### src/rtl/aclk_pkg.sv
// Shared constants and types for the APU/CPU phase generator.
package aclk_pkg;

   localparam int unsigned NTSC_CLK_DIV  = 12;
   localparam int unsigned NTSC_PHI2_LEN = 5;
   localparam int unsigned PAL_CLK_DIV   = 16;
   localparam int unsigned PAL_PHI2_LEN  = 6;
   localparam int unsigned APU_ACLK_DIV  = 2;

   typedef struct packed {
      logic phi1;
      logic phi2;
      logic aclk1;
      logic n_aclk2;
   } phase_t;

   function automatic int unsigned max_u(input int unsigned a, input int unsigned b);
      return (a > b) ? a : b;
   endfunction

endpackage

### src/rtl/aclk_phase_gen_if.sv
// Mode/reset inputs and phase outputs of aclk_phase_gen.
// HALT exists only when ACLK_PHASE_GEN_HALT_EN is defined.
interface aclk_phase_gen_if;

   logic PAL;
   logic RES;
`ifdef ACLK_PHASE_GEN_HALT_EN
   logic HALT;
`endif
   logic PHI1;
   logic PHI2;
   logic ACLK1;
   logic nACLK2;
   logic CYC_START;
   logic ACLK_START;

`ifdef ACLK_PHASE_GEN_HALT_EN
   modport master (input PAL, RES, HALT,
                   output PHI1, PHI2, ACLK1, nACLK2, CYC_START, ACLK_START);
   modport slave  (output PAL, RES, HALT,
                   input PHI1, PHI2, ACLK1, nACLK2, CYC_START, ACLK_START);
`else
   modport master (input PAL, RES,
                   output PHI1, PHI2, ACLK1, nACLK2, CYC_START, ACLK_START);
   modport slave  (output PAL, RES,
                   input PHI1, PHI2, ACLK1, nACLK2, CYC_START, ACLK_START);
`endif

endinterface

### src/rtl/cpu_cycle_divider.sv
// Master-clock to CPU-cycle divider: owns div_cnt and the latched NTSC/PAL mode.
// Emits phase-1 decode, wrap pulse and first-clock flag.
module cpu_cycle_divider
   import aclk_pkg::*;
#(
   parameter int unsigned CLK_DIV      = NTSC_CLK_DIV,
   parameter int unsigned PHI2_LEN     = NTSC_PHI2_LEN,
   parameter int unsigned CLK_DIV_ALT  = PAL_CLK_DIV,
   parameter int unsigned PHI2_LEN_ALT = PAL_PHI2_LEN,
   parameter int unsigned DW           = $clog2(max_u(CLK_DIV, CLK_DIV_ALT))
) (
   input  logic clk,
   input  logic n_res,
   input  logic pal,
   input  logic adv,
   output logic p1,
   output logic wrap,
   output logic first
);

   localparam logic [DW-1:0] LAST_N   = DW'(CLK_DIV - 1);
   localparam logic [DW-1:0] LAST_A   = DW'(CLK_DIV_ALT - 1);
   localparam logic [DW-1:0] P1_END_N = DW'(CLK_DIV - PHI2_LEN);
   localparam logic [DW-1:0] P1_END_A = DW'(CLK_DIV_ALT - PHI2_LEN_ALT);

   logic [DW-1:0] div_cnt_q, div_cnt_d;
   logic          pal_q, pal_d;

   // Divider and PHI2 length follow the latched mode, so they only change at a wrap.
   assign wrap  = div_cnt_q == (pal_q ? LAST_A : LAST_N);
   assign p1    = div_cnt_q < (pal_q ? P1_END_A : P1_END_N);
   assign first = div_cnt_q == '0;

   always_comb begin
      div_cnt_d = div_cnt_q;
      pal_d     = pal_q;
      if (adv) begin
         if (wrap) begin
            div_cnt_d = '0;
            pal_d     = pal;
         end else begin
            div_cnt_d = div_cnt_q + 1'b1;
         end
      end
   end

   always_ff @(posedge clk) begin
      if (!n_res) begin
         div_cnt_q <= '0;
         pal_q     <= pal;
      end else begin
         div_cnt_q <= div_cnt_d;
         pal_q     <= pal_d;
      end
   end

endmodule

### src/rtl/aclk_phase_gen.sv
// CPU (PHI1/PHI2) and APU (ACLK1/nACLK2) phase generator with registered outputs.
// Optional freeze input enabled by defining ACLK_PHASE_GEN_HALT_EN.
module aclk_phase_gen
   import aclk_pkg::*;
#(
   parameter int unsigned CLK_DIV      = NTSC_CLK_DIV,
   parameter int unsigned PHI2_LEN     = NTSC_PHI2_LEN,
   parameter int unsigned CLK_DIV_ALT  = PAL_CLK_DIV,
   parameter int unsigned PHI2_LEN_ALT = PAL_PHI2_LEN,
   parameter int unsigned ACLK_DIV     = APU_ACLK_DIV
) (
   input  logic             CLK,
   input  logic             nRES,
   aclk_phase_gen_if.master bus
);

   localparam int unsigned   CW       = $clog2(ACLK_DIV);
   localparam logic [CW-1:0] CYC_LAST = CW'(ACLK_DIV - 1);
   localparam logic [CW-1:0] CYC_HALF = CW'(ACLK_DIV / 2);

   logic          adv;
   logic          p1;
   logic          wrap;
   logic          first;
   logic [CW-1:0] cyc_cnt_q, cyc_cnt_d;
   phase_t        phase_q, phase_d;
   logic          cyc_start_q, cyc_start_d;
   logic          aclk_start_q, aclk_start_d;

`ifdef ACLK_PHASE_GEN_HALT_EN
   assign adv = ~bus.HALT;
`else
   assign adv = 1'b1;
`endif

   cpu_cycle_divider #(
      .CLK_DIV      (CLK_DIV),
      .PHI2_LEN     (PHI2_LEN),
      .CLK_DIV_ALT  (CLK_DIV_ALT),
      .PHI2_LEN_ALT (PHI2_LEN_ALT)
   ) u_div (
      .clk   (CLK),
      .n_res (nRES),
      .pal   (bus.PAL),
      .adv   (adv),
      .p1    (p1),
      .wrap  (wrap),
      .first (first)
   );

   // While halted every register holds, except the strobes which drop to 0
   // so a frozen first clock is not reported twice.
   always_comb begin
      cyc_cnt_d    = cyc_cnt_q;
      phase_d      = phase_q;
      cyc_start_d  = 1'b0;
      aclk_start_d = 1'b0;
      if (adv) begin
         if (bus.RES) begin
            cyc_cnt_d = '0;
         end else if (wrap) begin
            cyc_cnt_d = (cyc_cnt_q == CYC_LAST) ? '0 : cyc_cnt_q + 1'b1;
         end
         phase_d.phi1    = p1;
         phase_d.phi2    = ~p1;
         phase_d.aclk1   = p1 & (cyc_cnt_q == '0) & ~bus.RES;
         phase_d.n_aclk2 = ~(p1 & (cyc_cnt_q == CYC_HALF) & ~bus.RES);
         cyc_start_d     = first;
         aclk_start_d    = first & (cyc_cnt_q == '0) & ~bus.RES;
      end
   end

   always_ff @(posedge CLK) begin
      if (!nRES) begin
         cyc_cnt_q    <= '0;
         phase_q      <= '{phi1: 1'b1, phi2: 1'b0, aclk1: 1'b0, n_aclk2: 1'b1};
         cyc_start_q  <= 1'b0;
         aclk_start_q <= 1'b0;
      end else begin
         cyc_cnt_q    <= cyc_cnt_d;
         phase_q      <= phase_d;
         cyc_start_q  <= cyc_start_d;
         aclk_start_q <= aclk_start_d;
      end
   end

   assign bus.PHI1       = phase_q.phi1;
   assign bus.PHI2       = phase_q.phi2;
   assign bus.ACLK1      = phase_q.aclk1;
   assign bus.nACLK2     = phase_q.n_aclk2;
   assign bus.CYC_START  = cyc_start_q;
   assign bus.ACLK_START = aclk_start_q;

endmodule
### src/flat_wrapper.sv
// flat-port wrapper written by rule: the top's interface ports become plain ports
module aclk_phase_gen_flat import aclk_pkg::*;
#(
   parameter int unsigned CLK_DIV      = NTSC_CLK_DIV,
   parameter int unsigned PHI2_LEN     = NTSC_PHI2_LEN,
   parameter int unsigned CLK_DIV_ALT  = PAL_CLK_DIV,
   parameter int unsigned PHI2_LEN_ALT = PAL_PHI2_LEN,
   parameter int unsigned ACLK_DIV     = APU_ACLK_DIV
)
  (CLK, nRES, bus_PAL, bus_RES, bus_PHI1, bus_PHI2, bus_ACLK1, bus_nACLK2, bus_CYC_START, bus_ACLK_START);
  aclk_phase_gen_if bus_i ();
  input  logic CLK;
  input  logic nRES;
  input wire logic [$bits(bus_i.PAL)-1:0] bus_PAL;
  input wire logic [$bits(bus_i.RES)-1:0] bus_RES;
  output wire logic [$bits(bus_i.PHI1)-1:0] bus_PHI1;
  output wire logic [$bits(bus_i.PHI2)-1:0] bus_PHI2;
  output wire logic [$bits(bus_i.ACLK1)-1:0] bus_ACLK1;
  output wire logic [$bits(bus_i.nACLK2)-1:0] bus_nACLK2;
  output wire logic [$bits(bus_i.CYC_START)-1:0] bus_CYC_START;
  output wire logic [$bits(bus_i.ACLK_START)-1:0] bus_ACLK_START;
  assign bus_i.PAL = bus_PAL;
  assign bus_i.RES = bus_RES;
  assign bus_PHI1 = bus_i.PHI1;
  assign bus_PHI2 = bus_i.PHI2;
  assign bus_ACLK1 = bus_i.ACLK1;
  assign bus_nACLK2 = bus_i.nACLK2;
  assign bus_CYC_START = bus_i.CYC_START;
  assign bus_ACLK_START = bus_i.ACLK_START;
  aclk_phase_gen #(.CLK_DIV(CLK_DIV), .PHI2_LEN(PHI2_LEN), .CLK_DIV_ALT(CLK_DIV_ALT), .PHI2_LEN_ALT(PHI2_LEN_ALT), .ACLK_DIV(ACLK_DIV)) u_core (.CLK(CLK), .nRES(nRES), .bus(bus_i));
endmodule
### config.mk
export PLATFORM = sky130hd
export DESIGN_NAME = aclk_phase_gen_flat
export DESIGN_NICKNAME = d
export VERILOG_FILES = /design/src/rtl/aclk_pkg.sv /design/src/rtl/aclk_phase_gen_if.sv /design/src/rtl/cpu_cycle_divider.sv /design/src/rtl/aclk_phase_gen.sv /design/src/flat_wrapper.sv
export SDC_FILE = /design/constraint.sdc
export NUM_CORES = 1
export LEC_CHECK = 0
export ABC_CLOCK_PERIOD_IN_PS = 1200
export CORE_AREA = 2 2 39 41
export CTS_BUF_LIST = sky130_fd_sc_hd__clkbuf_4 sky130_fd_sc_hd__clkbuf_8
export DETAILED_ROUTE_END_ITERATION = 6
export DIE_AREA = 0 0 41 43
export GPL_TIMING_DRIVEN = 0
export PLACE_DENSITY = 0.7
export SKIP_LAST_GASP = 1
export SYNTH_ARGS = -nofsm -noshare
export SYNTH_HDL_FRONTEND = slang
export SYNTH_SLANG_ARGS = --single-unit
### constraint.sdc
create_clock -name CLK -period 1.2 [get_ports CLK]
set_input_delay 0.12 -clock CLK [delete_from_list [all_inputs] [get_ports CLK]]
set_output_delay 0.12 -clock CLK [all_outputs]
set_load 0.01 [all_outputs]
==> metrics.md, run 1 <==
| Metric | Value |
|---|---|
| Leak pwr | `0.274 nW` |
| Last weighted congestion value of the routability-driven placer | `0.773` |
| Buffer depth of the longest clock path | `2` |
| Routed length per instance | `11.7 um` |
| Total Neg Setup Slack | `-0.983 ns` |
| Worst endpoint data arrival time | `1.35 ns` |
| Placed instance count | `65` |
| Least-Margin Pin Slew | `0.239 ns` |
| Status | `complete, but fails checks` |
| Startpoint-to-endpoint class of the critical path | `register to register` |
| Final core utilization | `0.454` |
| Max-Cap Viols | `0` |
| Clock Power Share | `0.348` |
| Violations in the final reports | `setup timing` |
| Diodes inserted | `0` |
| Wire length of the first global-routing pass | `1.50 mm` |
| Crit-path cells | `ha_1 -> nand3b_1 -> nand2_2` |
| Total grt overflow | `0` |
| Worst-case hold slack | `0.275 ns` |
| Largest net degree at the start of global routing | `9` |
| Drt first pass iters | `2` |
| Worst slack after detailed placement | `-0.337 ns` |
| Skew final | `0.00764 ns` |
| Combinational fraction of design power | `0.109` |
| Min Clock Period, post-route | `1.35 ns` |
| Combined global-route utilization of all metal layers | `0.133` |
| Worst slew margin relative to its limit | `0.841` |
| Power per Cell Area | `1290 mW/mm2` |
| Total die area | `0.00176 mm2` |
| Final worst-path setup slack | `-0.154 ns` |
| Synth top area share | `0.486` |
| Number of flip-flops and latches in the synthesized netlist | `12` |
| Ports | `10` |
| Number of H-tree levels | `1` |
| Startpoint class of the critical path | `register` |
| Delay of the slowest critical-path stage | `0.41 ns` |
| Count of flip-flops with a built-in enable after synthesis | `1` |
| Combined area of the multi-input logic cells | `210 um2` |
| Clock transition at the registers of the reported paths | `0.07 ns` |
| Site Rows | `14` |
| Clock sink total | `12` |
| Total via count after detailed routing | `341` |
| Internal Dissipation | `0.000626 W` |
| Worst supply voltage drop on vdd | `0.466 mV` |
| Count of final setup violators | `10` |
| Port Buffer Count | `9` |
| Mapped Area | `453 um2` |
| Fraction of power consumed by sequential logic | `0.543` |
| Final layout net count | `65` |
| Register area share after synthesis | `0.552` |
| Total nets after synthesis | `48` |
| Area Overhead vs Synth | `38.7%` |
| Top post-synthesis cells by area | `dfxtp_1 49%, ha_1 11%, edfxtp_1 6.6%` |
| Initial Utilization | `0.327` |
| Number of global-route vias before repair | `349` |
| Final slew viol count | `0` |
| Final WL | `839 um` |
| Cell types with the highest counts after synthesis | `11 x dfxtp_1, 4 x ha_1, 4 x nor2_1` |
| Share of async-settable or async-resettable flops after synthesis | `0` |
| Cells after Synth | `40` |
| Detail-routed via count per cell | `4.74` |
| Data required time at the worst endpoint | `1.20 ns` |
| Crit. End Element | `register` |
| Die Span X | `41 um` |
| Critical Path Fanout Max | `4` |
| Post-detailed-route count of antenna-violating nets | `0` |
| Estimated wirelength of the detail-placed design | `561 um` |
| Initial antenna violation count | `0` |
| Starting DRT DRC Count | `6` |
| Ys Warns | `0` |
| Worst min path class | `primary input to register` |
| Fin cells | `72` |
| Clock latency on the worst-skew pair | `0.27 ns` |
| Detailed-route DRC error count | `0` |
| Switching power | `0.000182 W` |
| Ratio of cells with drive above 1 in the final layout | `0.250` |
| Clock buffer count from CTS | `3` |
| Highest achievable clock rate | `739 MHz` |
| Post-CTS Hold Buffers | `0` |
| Y dimension of the die | `43 um` |
| Post-route fraction of the period consumed by the critical path | `1.13` |
| Clock tree root buffer cell | `clkbuf_4` |
| Register area | `253 um2` |
| Number of failing hold endpoints at the final stage | `0` |
| Share of total power consumed by net switching | `0.225` |
| Ys flop type | `dfxtp_1` |
| Top-count cell post-synth | `dfxtp_1` |
| Dominant cell type by area after synthesis | `dfxtp_1` |
| TritonCTS clock tree | `done` |
| Cell with the largest stage delay on the worst path | `edfxtp_1` |
| Unrepaired setup endpoints after global routing | `true` |
| Fill cell count | `140` |
| Placeable Area | `0.00138 mm2` |
| Netlist cell types | `20` |
| Mean Syn Cell Area | `11.3 um2` |
## registers in the layout, indices dropped and copies added (netlist names)
signal	cells
u_core.bus.PHI1	1
u_core.cyc_cnt_q	1
u_core.bus.CYC_START	1
u_core.bus.ACLK_START	1
u_core.u_div.pal_q	1
u_core.u_div.div_cnt_q	4
u_core.bus.PHI2	1
u_core.bus.nACLK2	1
u_core.bus.ACLK1	1
## kinds of logic after synthesis
logic type                 after synthesis  synth area share
and+or+nand+nor                         16             0.232
DFF                                     12             0.552
adders and majority gates                4             0.111
AOI/OAI and AO/OA                        3            0.0414
buffers and inverters                    3            0.0249
xor gates and xnor gates                 2            0.0387
## path summary, 6_finish.rpt
| path | from | end | slack, ns | depth (start not counted) |
|---|---|---|---|---|
| max | u_core.u_div.pal_q$_DFFE_PP_ | u_core.u_div.pal_q$_DFFE_PP_ | -0.15 | 3 |
| min | nRES | u_core.bus.PHI1$_SDFF_PN1_ | 0.28 | 2 |
| max reg2reg | u_core.u_div.pal_q$_DFFE_PP_ | u_core.u_div.pal_q$_DFFE_PP_ | -0.15 | 3 |
| min reg2reg | u_core.cyc_cnt_q$_SDFFE_PP0N_ | u_core.bus.nACLK2$_SDFF_PN1_ | 0.43 | 1 |
## timing repair
action | 4_1_cts | 5_1_grt
resized for setup | 11 | 1
endpoints found under the setup margin | 15 | 10
pin swaps | 6 | 1
buffers inserted | 3 | 0
endpoints found under the hold margin | 0 | 0
## power groups by stage
stage / clock, W / sequential (W) / combinational, W
2_1_floorplan: 0 / 0.000450 / 0.0000378
3_3_place_gp: 0 / 0.000447 / 0.0000795
3_5_place_dp: 0 / 0.000449 / 0.0000811
4_1_cts: 0.000284 / 0.000438 / 0.0000882
5_1_grt: 0.000316 / 0.000441 / 0.000101
6_report: 0.000281 / 0.000438 / 0.0000880
## worst max-delay path: cells and delay by family, from the launching register on
kind | cells | cell delay, ns
simple gates | 2 | 0.36
flops | 1 | 0.41
fa+ha+maj | 1 | 0.30
## layout make-up
class | count | area share
clock buffers | 4 | 0.0478
repair buffers | 12 | 0.165
well taps | 16 | 0.0319
multi-input cells | 25 | 0.335
inverters | 3 | 0.0179
flip-flops and latches | 12 | 0.402
## cells in the final DEF, fill, tap and decap left out, drive strengths merged
master / instances
dfxtp: 11
dlygate4sd2: 7
nor2: 4
clkbuf: 4
ha: 4
buf: 3
inv: 3
nand2: 3
clkdlybuf4s50: 2
nand3b: 1
or3b: 1
o2111ai: 1
a21oi: 1
and2: 1
nand4b: 1
o21ai: 1
xnor2: 1
and3: 1
nand3: 1
xor2: 1
nor4b: 1
nor4bb: 1
nand4bb: 1
edfxtp: 1
## layer usage
layer,share of wire,up-vias,global-route usage,routed length [um]
met1,0.42,157,0.138,354
met4,0.037,0,0.100,31
met2,0.51,8,0.206,425
li1,-,172,-,-
met5,0,-,0,0
met3,0.032,4,0.0471,27
## through the flow
step / total power [W] / cell area [um2]
floorplan: 0.000488 / 455
global placement: 0.000527 / 566
detailed placement: 0.000530 / 566
CTS: 0.000811 / 627
global route: 0.000858 / 628
finish: 0.000808 / 628
Power figures use the tool's default switching activity.
==> inputs of run 2 (changes only) <==
--- a/config.mk
+++ b/config.mk
@@ -6,12 +6,14 @@
 export NUM_CORES = 1
 export LEC_CHECK = 0
 export ABC_CLOCK_PERIOD_IN_PS = 1200
-export CORE_AREA = 2 2 39 41
+export CELL_PAD_IN_SITES_DETAIL_PLACEMENT = 2
+export CELL_PAD_IN_SITES_GLOBAL_PLACEMENT = 2
+export CORE_MARGIN = 2
+export CORE_UTILIZATION = 28
 export CTS_BUF_LIST = sky130_fd_sc_hd__clkbuf_4 sky130_fd_sc_hd__clkbuf_8
 export DETAILED_ROUTE_END_ITERATION = 6
-export DIE_AREA = 0 0 41 43
 export GPL_TIMING_DRIVEN = 0
-export PLACE_DENSITY = 0.7
+export PLACE_DENSITY = 0.83
 export SKIP_LAST_GASP = 1
 export SYNTH_ARGS = -nofsm -noshare
 export SYNTH_HDL_FRONTEND = slang
==> metrics.md, run 2 (synthesized netlist as in run 1, its figures left out) <==
| Metric | Value |
|---|---|
| Worst min path class | `primary input to register` |
| Skew final | `0.0109 ns (+0.00331 ns)` |
| Total grt overflow | `0 (unchanged)` |
| Estimated wirelength of the detail-placed design | `726 um (+29%)` |
| Min-Delay Startpoint | `nRES` |
| Flip-flop count of the largest register, all copies and words added | `4 (unchanged)` |
| Data required time at the worst endpoint | `1.20 ns (about the same)` |
| Starting DRT DRC Count | `1 (-5)` |
| Clock buffer count from CTS | `3 (unchanged)` |
| Y dimension of the die | `44.2 um (+2.8%)` |
| Total die area | `0.00196 mm2 (+11%)` |
| Ratio of cells with drive above 1 in the final layout | `0.315 (+0.0648)` |
| Register bank with the most flops | `u_core.u_div.div_cnt_q` |
| Worst endpoint data arrival time | `1.37 ns (+0.02 ns)` |
| Number of H-tree levels | `1 (unchanged)` |
| Crit. End Element | `register` |
| Worst slew margin relative to its limit | `0.799 (-0.0412)` |
| Drt first pass iters | `2 (unchanged)` |
| Final core utilization | `0.430 (-0.0237)` |
| Clock tree root buffer cell | `clkbuf_4` |
| Highest achievable clock rate | `729 MHz (-1.3%)` |
| Final WL | `1.03 mm (+22%)` |
| Routed length per instance | `14.7 um (+26%)` |
| Initial antenna violation count | `0 (unchanged)` |
| Final layout net count | `63 (-3.1%)` |
| Unrepaired setup endpoints after global routing | `true` |
| WHS Path Cells | `2 (unchanged)` |
| Site Rows | `14 (unchanged)` |
| Post-detailed-route count of antenna-violating nets | `0 (unchanged)` |
| Startpoint-to-endpoint class of the critical path | `register to register` |
| Status | `complete, but fails checks` |
| Crit-path cells | `ha_4 -> nand3b_1 -> nand2_2` |
| Port Buffer Count | `9 (unchanged)` |
| Clock latency on the worst-skew pair | `0.28 ns (about the same)` |
| Last weighted congestion value of the routability-driven placer | `0.737 (-4.8%)` |
| Cells on worst reg2reg path | `3 (unchanged)` |
| Total Neg Setup Slack | `-1.13 ns (-0.143 ns)` |
| Delay of the slowest critical-path stage | `0.47 ns (+0.06 ns)` |
| Buffer depth of the longest clock path | `2 (unchanged)` |
| Reg-to-Reg End | `u_core.u_div.pal_q$_DFFE_PP_` |
| Min Clock Period, post-route | `1.37 ns (+0.0172 ns)` |
| Critical Path Fanout Max | `4 (unchanged)` |
| Routed metal-1 wire length | `421 um (+19%)` |
| Detailed-route DRC error count | `0 (unchanged)` |
| Top library cells by usage in the layout, fill and taps aside | `10 x dfxtp_1, 7 x dlygate4sd2_1, 4 x nor2_2, 4 x clkbuf_4` |
| Post-CTS Hold Buffers | `0 (unchanged)` |
| Met2 routed WL | `537 um (+26%)` |
| Hold path endpoint | `u_core.bus.PHI1$_SDFF_PN1_` |
| Area Overhead vs Synth | `43.1%` |
| Combined global-route utilization of all metal layers | `0.129 (-0.00474)` |
| Max layer used | `met4` |
| Wire length of the first global-routing pass | `1.63 mm (+8.8%)` |
| Top Family by Delay on Critical Path | `flip-flops` |
| Diodes inserted | `0 (unchanged)` |
| Max-Cap Viols | `0 (unchanged)` |
| Die Span X | `44.2 um (+7.9%)` |
| Post-route fraction of the period consumed by the critical path | `1.14 (+0.0143)` |
| Initial Utilization | `0.301 (-0.0266)` |
| Least-Margin Pin Slew | `0.301 ns (+0.0614 ns)` |
| Power per Cell Area | `1270 mW/mm2 (-0.90%)` |
| Startpoint class of the critical path | `register` |
| Detail-routed via count per cell | `4.83 (+2.0%)` |
| Total via count after detailed routing | `338 (-0.88%)` |
| Number of failing hold endpoints at the final stage | `0 (unchanged)` |
| Count of final setup violators | `10 (unchanged)` |
| Clock transition at the registers of the reported paths | `0.08 ns (about the same)` |
| Leak pwr | `0.263 nW (-4.0%)` |
| Reg2Reg Launch Point | `u_core.u_div.pal_q$_DFFE_PP_` |
| Ports | `10 (unchanged)` |
| TritonCTS clock tree | `done` |
| Violations in the final reports | `setup timing` |
| Met3 layer wire length in the routed design | `34 um (+26%)` |
| Final worst-path setup slack | `-0.171 ns (-0.0172 ns)` |
| Number of global-route vias before repair | `346 (-0.86%)` |
| Placeable Area | `0.00151 mm2 (+8.9%)` |
| Sum of buffers and inverters on the critical path | `0 (unchanged)` |
| Most frequent standard cell in the layout excluding fill and tap cells | `dfxtp_1` |
| Worst supply voltage drop on vdd | `0.516 mV (+11%)` |
| Worst setup slack for register-to-register paths | `-0.17 ns (-0.02 ns)` |
| Final slew viol count | `0 (unchanged)` |
| Clock sink total | `12 (unchanged)` |
| Worst-case hold slack | `0.287 ns (+0.0120 ns)` |
| Largest net degree at the start of global routing | `9 (unchanged)` |
| Cell with the largest stage delay on the worst path | `edfxtp_1` |
==> run 2: layout make-up <==
| type | instances | area [um2] |
|---|---|---|
| Fill cell | 162 | 858 |
| Sequential cell | 12 | 251 |
| Multi-Input combinational cell | 25 | 243 |
| Timing Repair Buffer | 10 | 92.6 |
| Clock buffer | 4 | 30.0 |
| Tap cell | 16 | 20.0 |
| Inverter | 3 | 11.3 |
==> run 2: timing repair <==
action                                  4_1_cts  5_1_grt
buffers inserted                              1        0
pin swaps                                     6        4
gates resized for setup                      14        6
endpoints found under the setup margin       17       10
==> run 2: worst max path at each step <==
stage / from / to / slack, ns / cells past startpoint
CTS: u_core.u_div.pal_q$_DFFE_PP_ / u_core.cyc_cnt_q$_SDFFE_PP0N_ / -0.17 / 4
global placement: nRES / u_core.bus.ACLK_START$_SDFF_PN0_ / -0.30 / 3
global route: u_core.u_div.pal_q$_DFFE_PP_ / u_core.cyc_cnt_q$_SDFFE_PP0N_ / -0.22 / 4
detailed placement: nRES / u_core.bus.ACLK_START$_SDFF_PN0_ / -0.32 / 3
finish: u_core.u_div.pal_q$_DFFE_PP_ / u_core.u_div.pal_q$_DFFE_PP_ / -0.17 / 3
floorplan: u_core.u_div.pal_q$_DFFE_PP_ / u_core.u_div.pal_q$_DFFE_PP_ / -0.08 / 3
==> run 2: through the flow <==
| stage | cell area [um2] | power, W | worst slack, ns | std cells |
|---|---|---|---|---|
| floorplan | 455 | 0.000488 | -0.0766 | 40 |
| global placement | 566 | 0.000530 | -0.303 | 65 |
| detailed placement | 566 | 0.000535 | -0.324 | 65 |
| CTS | 627 | 0.000834 | -0.171 | 70 |
| global route | 648 | 0.000880 | -0.222 | 70 |
| finish | 648 | 0.000826 | -0.171 | 70 |
==> run 2: layer usage <==
metal	GRT usage	vias to the layer above
met5	0	-
met2	0.209	8
met3	0.0367	4
met1	0.136	160
met4	0.109	0
li1	-	166
==> run 2: power by group <==
group	switching, W	leakage, nW	total, W	internal (W)
combinational	0.0000410	0.144	0.0000936	0.0000525
sequential	0.0000183	0.100	0.000443	0.000424
clock	0.000138	0.0184	0.000290	0.000152
==> inputs of run 3 (changes only) <==
--- a/config.mk
+++ b/config.mk
@@ -14,6 +14,7 @@
 export DETAILED_ROUTE_END_ITERATION = 6
 export GPL_TIMING_DRIVEN = 0
 export PLACE_DENSITY = 0.83
+export REMOVE_ABC_BUFFERS = 1
 export SKIP_LAST_GASP = 1
 export SYNTH_ARGS = -nofsm -noshare
 export SYNTH_HDL_FRONTEND = slang
==> metrics.md, run 3 (synthesized netlist as in run 1, its figures left out) <==
| Metric | Value |
|---|---|
| Switching power | `0.000208 W (+5.5%)` |
| Top library cells by usage in the layout, fill and taps aside | `9 x dfxtp_1, 7 x dlygate4sd2_1` |
| Port Buffer Count | `9 (unchanged)` |
| Final WL | `1.09 mm (+5.6%)` |
| Diodes inserted | `0 (unchanged)` |
| Combined global-route utilization of all metal layers | `0.132 (+0.00338)` |
| Worst slew margin relative to its limit | `0.822 (+0.0226)` |
| Detailed-route DRC error count | `0 (unchanged)` |
| Reg2Reg Launch Point | `u_core.u_div.pal_q$_DFFE_PP_` |
| Buffer depth of the longest clock path | `2 (unchanged)` |
| Placeable Area | `0.00151 mm2 (unchanged)` |
| Cells on worst reg2reg path | `5 (+2)` |
| Wire length of the first global-routing pass | `1.66 mm (+2.1%)` |
| Flip-flop count of the largest register, all copies and words added | `4 (unchanged)` |
| Worst slack after detailed placement | `-0.328 ns (-0.00470 ns)` |
| Count of final setup violators | `10 (unchanged)` |
| Worst min path class | `primary input to register` |
| Site Rows | `14 (unchanged)` |
| Worst-case hold slack | `0.276 ns (-0.0114 ns)` |
| Least-Margin Pin Slew | `0.265 ns (-0.0354 ns)` |
| Overall Power | `0.000874 W (+5.7%)` |
| Internal Dissipation | `0.000665 W (+5.8%)` |
| Initial antenna violation count | `0 (unchanged)` |
| Clock tree root buffer cell | `clkbuf_4` |
| Y dimension of the die | `44.2 um (unchanged)` |
| Last weighted congestion value of the routability-driven placer | `0.736 (-0.15%)` |
| Final layout net count | `66 (+4.8%)` |
| Top Family by Delay on Critical Path | `flip-flops` |
| Total die area | `0.00196 mm2 (unchanged)` |
| Max-Cap Viols | `0 (unchanged)` |
| Combinational fraction of design power | `0.113 (about the same)` |
| Min-Delay Startpoint | `nRES` |
| Number of failing hold endpoints at the final stage | `0 (unchanged)` |
| Fraction of power consumed by sequential logic | `0.506 (-0.030)` |
| Estimated wirelength of the detail-placed design | `718 um (-1.1%)` |
| Clock transition at the registers of the reported paths | `0.08 ns (about the same)` |
| Crit-path cells | `inv_1 -> ha_4 -> a21oi_2 -> nand2_1 -> nand4bb_1` |
| Die Span X | `44.2 um (unchanged)` |
| Total grt overflow | `0 (unchanged)` |
| Ratio of cells with drive above 1 in the final layout | `0.281 (-0.0341)` |
| Drt first pass iters | `4 (+2)` |
| Starting DRT DRC Count | `3 (+2)` |
| Status | `complete, but fails checks` |
| Clock latency on the worst-skew pair | `0.28 ns (about the same)` |
| Critical path startpoint | `u_core.u_div.pal_q$_DFFE_PP_` |
| Critical Path Fanout Max | `4 (unchanged)` |
| Unrepaired setup endpoints after global routing | `true` |
| Sum of buffers and inverters on the critical path | `1 (+1)` |
| Min Clock Period, post-route | `1.35 ns (-0.0162 ns)` |
| Largest net degree at the start of global routing | `9 (unchanged)` |
| WHS Path Cells | `2 (unchanged)` |
| Ports | `10 (unchanged)` |
| Clock Power Share | `0.381 (+0.030)` |
| Detail-routed via count per cell | `4.86 (+0.71%)` |
| Number of cells on the critical path | `5 (+2)` |
| Highest achievable clock rate | `738 MHz (+1.2%)` |
| Final worst-path setup slack | `-0.155 ns (+0.0162 ns)` |
| Leak pwr | `0.283 nW (+7.7%)` |
| Register bank with the most flops | `u_core.u_div.div_cnt_q` |
| Violations in the final reports | `setup timing` |
| Most frequent standard cell in the layout excluding fill and tap cells | `dfxtp_1` |
| Final slew viol count | `0 (unchanged)` |
| Area Overhead vs Synth | `47.0%` |
| Worst endpoint data arrival time | `1.51 ns (+0.14 ns)` |
| TritonCTS clock tree | `done` |
| Data required time at the worst endpoint | `1.35 ns (+0.15 ns)` |
| Share of total power consumed by net switching | `0.239 (-0.000629)` |
| Delay of the slowest critical-path stage | `0.46 ns (about the same)` |
| Post-route fraction of the period consumed by the critical path | `1.13 (-0.0135)` |
| Post-detailed-route count of antenna-violating nets | `0 (unchanged)` |
| Number of global-route vias before repair | `368 (+6.4%)` |
| Clock sink total | `12 (unchanged)` |
| Number of H-tree levels | `1 (unchanged)` |
| Initial Utilization | `0.301 (unchanged)` |
| Clock buffer count from CTS | `3 (unchanged)` |
| Crit. End Element | `register` |
| Cell with the largest stage delay on the worst path | `edfxtp_1` |
| Startpoint-to-endpoint class of the critical path | `register to register` |
| Startpoint class of the critical path | `register` |
| Power per Cell Area | `1310 mW/mm2 (+3.0%)` |
| Worst supply voltage drop on vdd | `0.568 mV (+10%)` |
| Post-CTS Hold Buffers | `0 (unchanged)` |
| Total via count after detailed routing | `355 (+5.0%)` |
| Skew final | `0.00601 ns (-0.00493 ns)` |
| Routed length per instance | `14.9 um (+1.3%)` |
run 3: changes by cell type in the layout (fill, tap and decap cells not counted), sizes merged:
cell | before | now
buf | 1 | 4
run 3: through the flow:
stage | utilization | instance area (um2) | instances | TNS [ns]
after CTS | 0.415 | 626 | 73 | -1.19
after floorplan | - | 453 | 40 | -0.0966
final | 0.442 | 666 | 73 | -1.16
after detailed placement | 0.374 | 563 | 65 | -1.57
after global routing | 0.442 | 666 | 73 | -1.95
after global placement | 0.374 | 563 | 65 | -1.35
run 3: path summary, 6_finish.rpt:
check                                      end  slack (ns)
hold reg to reg   u_core.bus.nACLK2$_SDFF_PN1_        0.45
setup reg to reg  u_core.bus.nACLK2$_SDFF_PN1_       -0.15
hold / removal      u_core.bus.PHI1$_SDFF_PN1_        0.28
setup / recovery  u_core.bus.nACLK2$_SDFF_PN1_       -0.15
run 3: repair_timing:
action,4_1_cts,5_1_grt
gates resized for setup,10,6
buffers inserted,4,0
pin swaps,7,5
endpoints found under the setup margin,17,10
run 3: layout make-up:
type,instances,area (um2)
repair buffers,13,115
flip-flops and latches,12,253
inverters,3,11.3
clock buffers,4,36.3
multi-input cells,25,230
well taps,16,20.0
fillers,171,841
run 3: power groups by stage:
stage / Sequential (W) / Combinational [W] / Clock (W)
3_3_place_gp: 0.000448 / 0.0000804 / 0
3_5_place_dp: 0.000449 / 0.0000844 / 0
5_1_grt: 0.000444 / 0.000110 / 0.000369
4_1_cts: 0.000440 / 0.0000874 / 0.000343
2_1_floorplan: 0.000450 / 0.0000373 / 0
6_report: 0.000442 / 0.0000985 / 0.000333
run 3: metal layers:
layer	track usage	share of wire	up-vias
met5	0	0	-
met4	0.145	0.047	0
met3	0.0367	0.021	4
met2	0.218	0.50	9
met1	0.123	0.43	168
li1	-	-	174
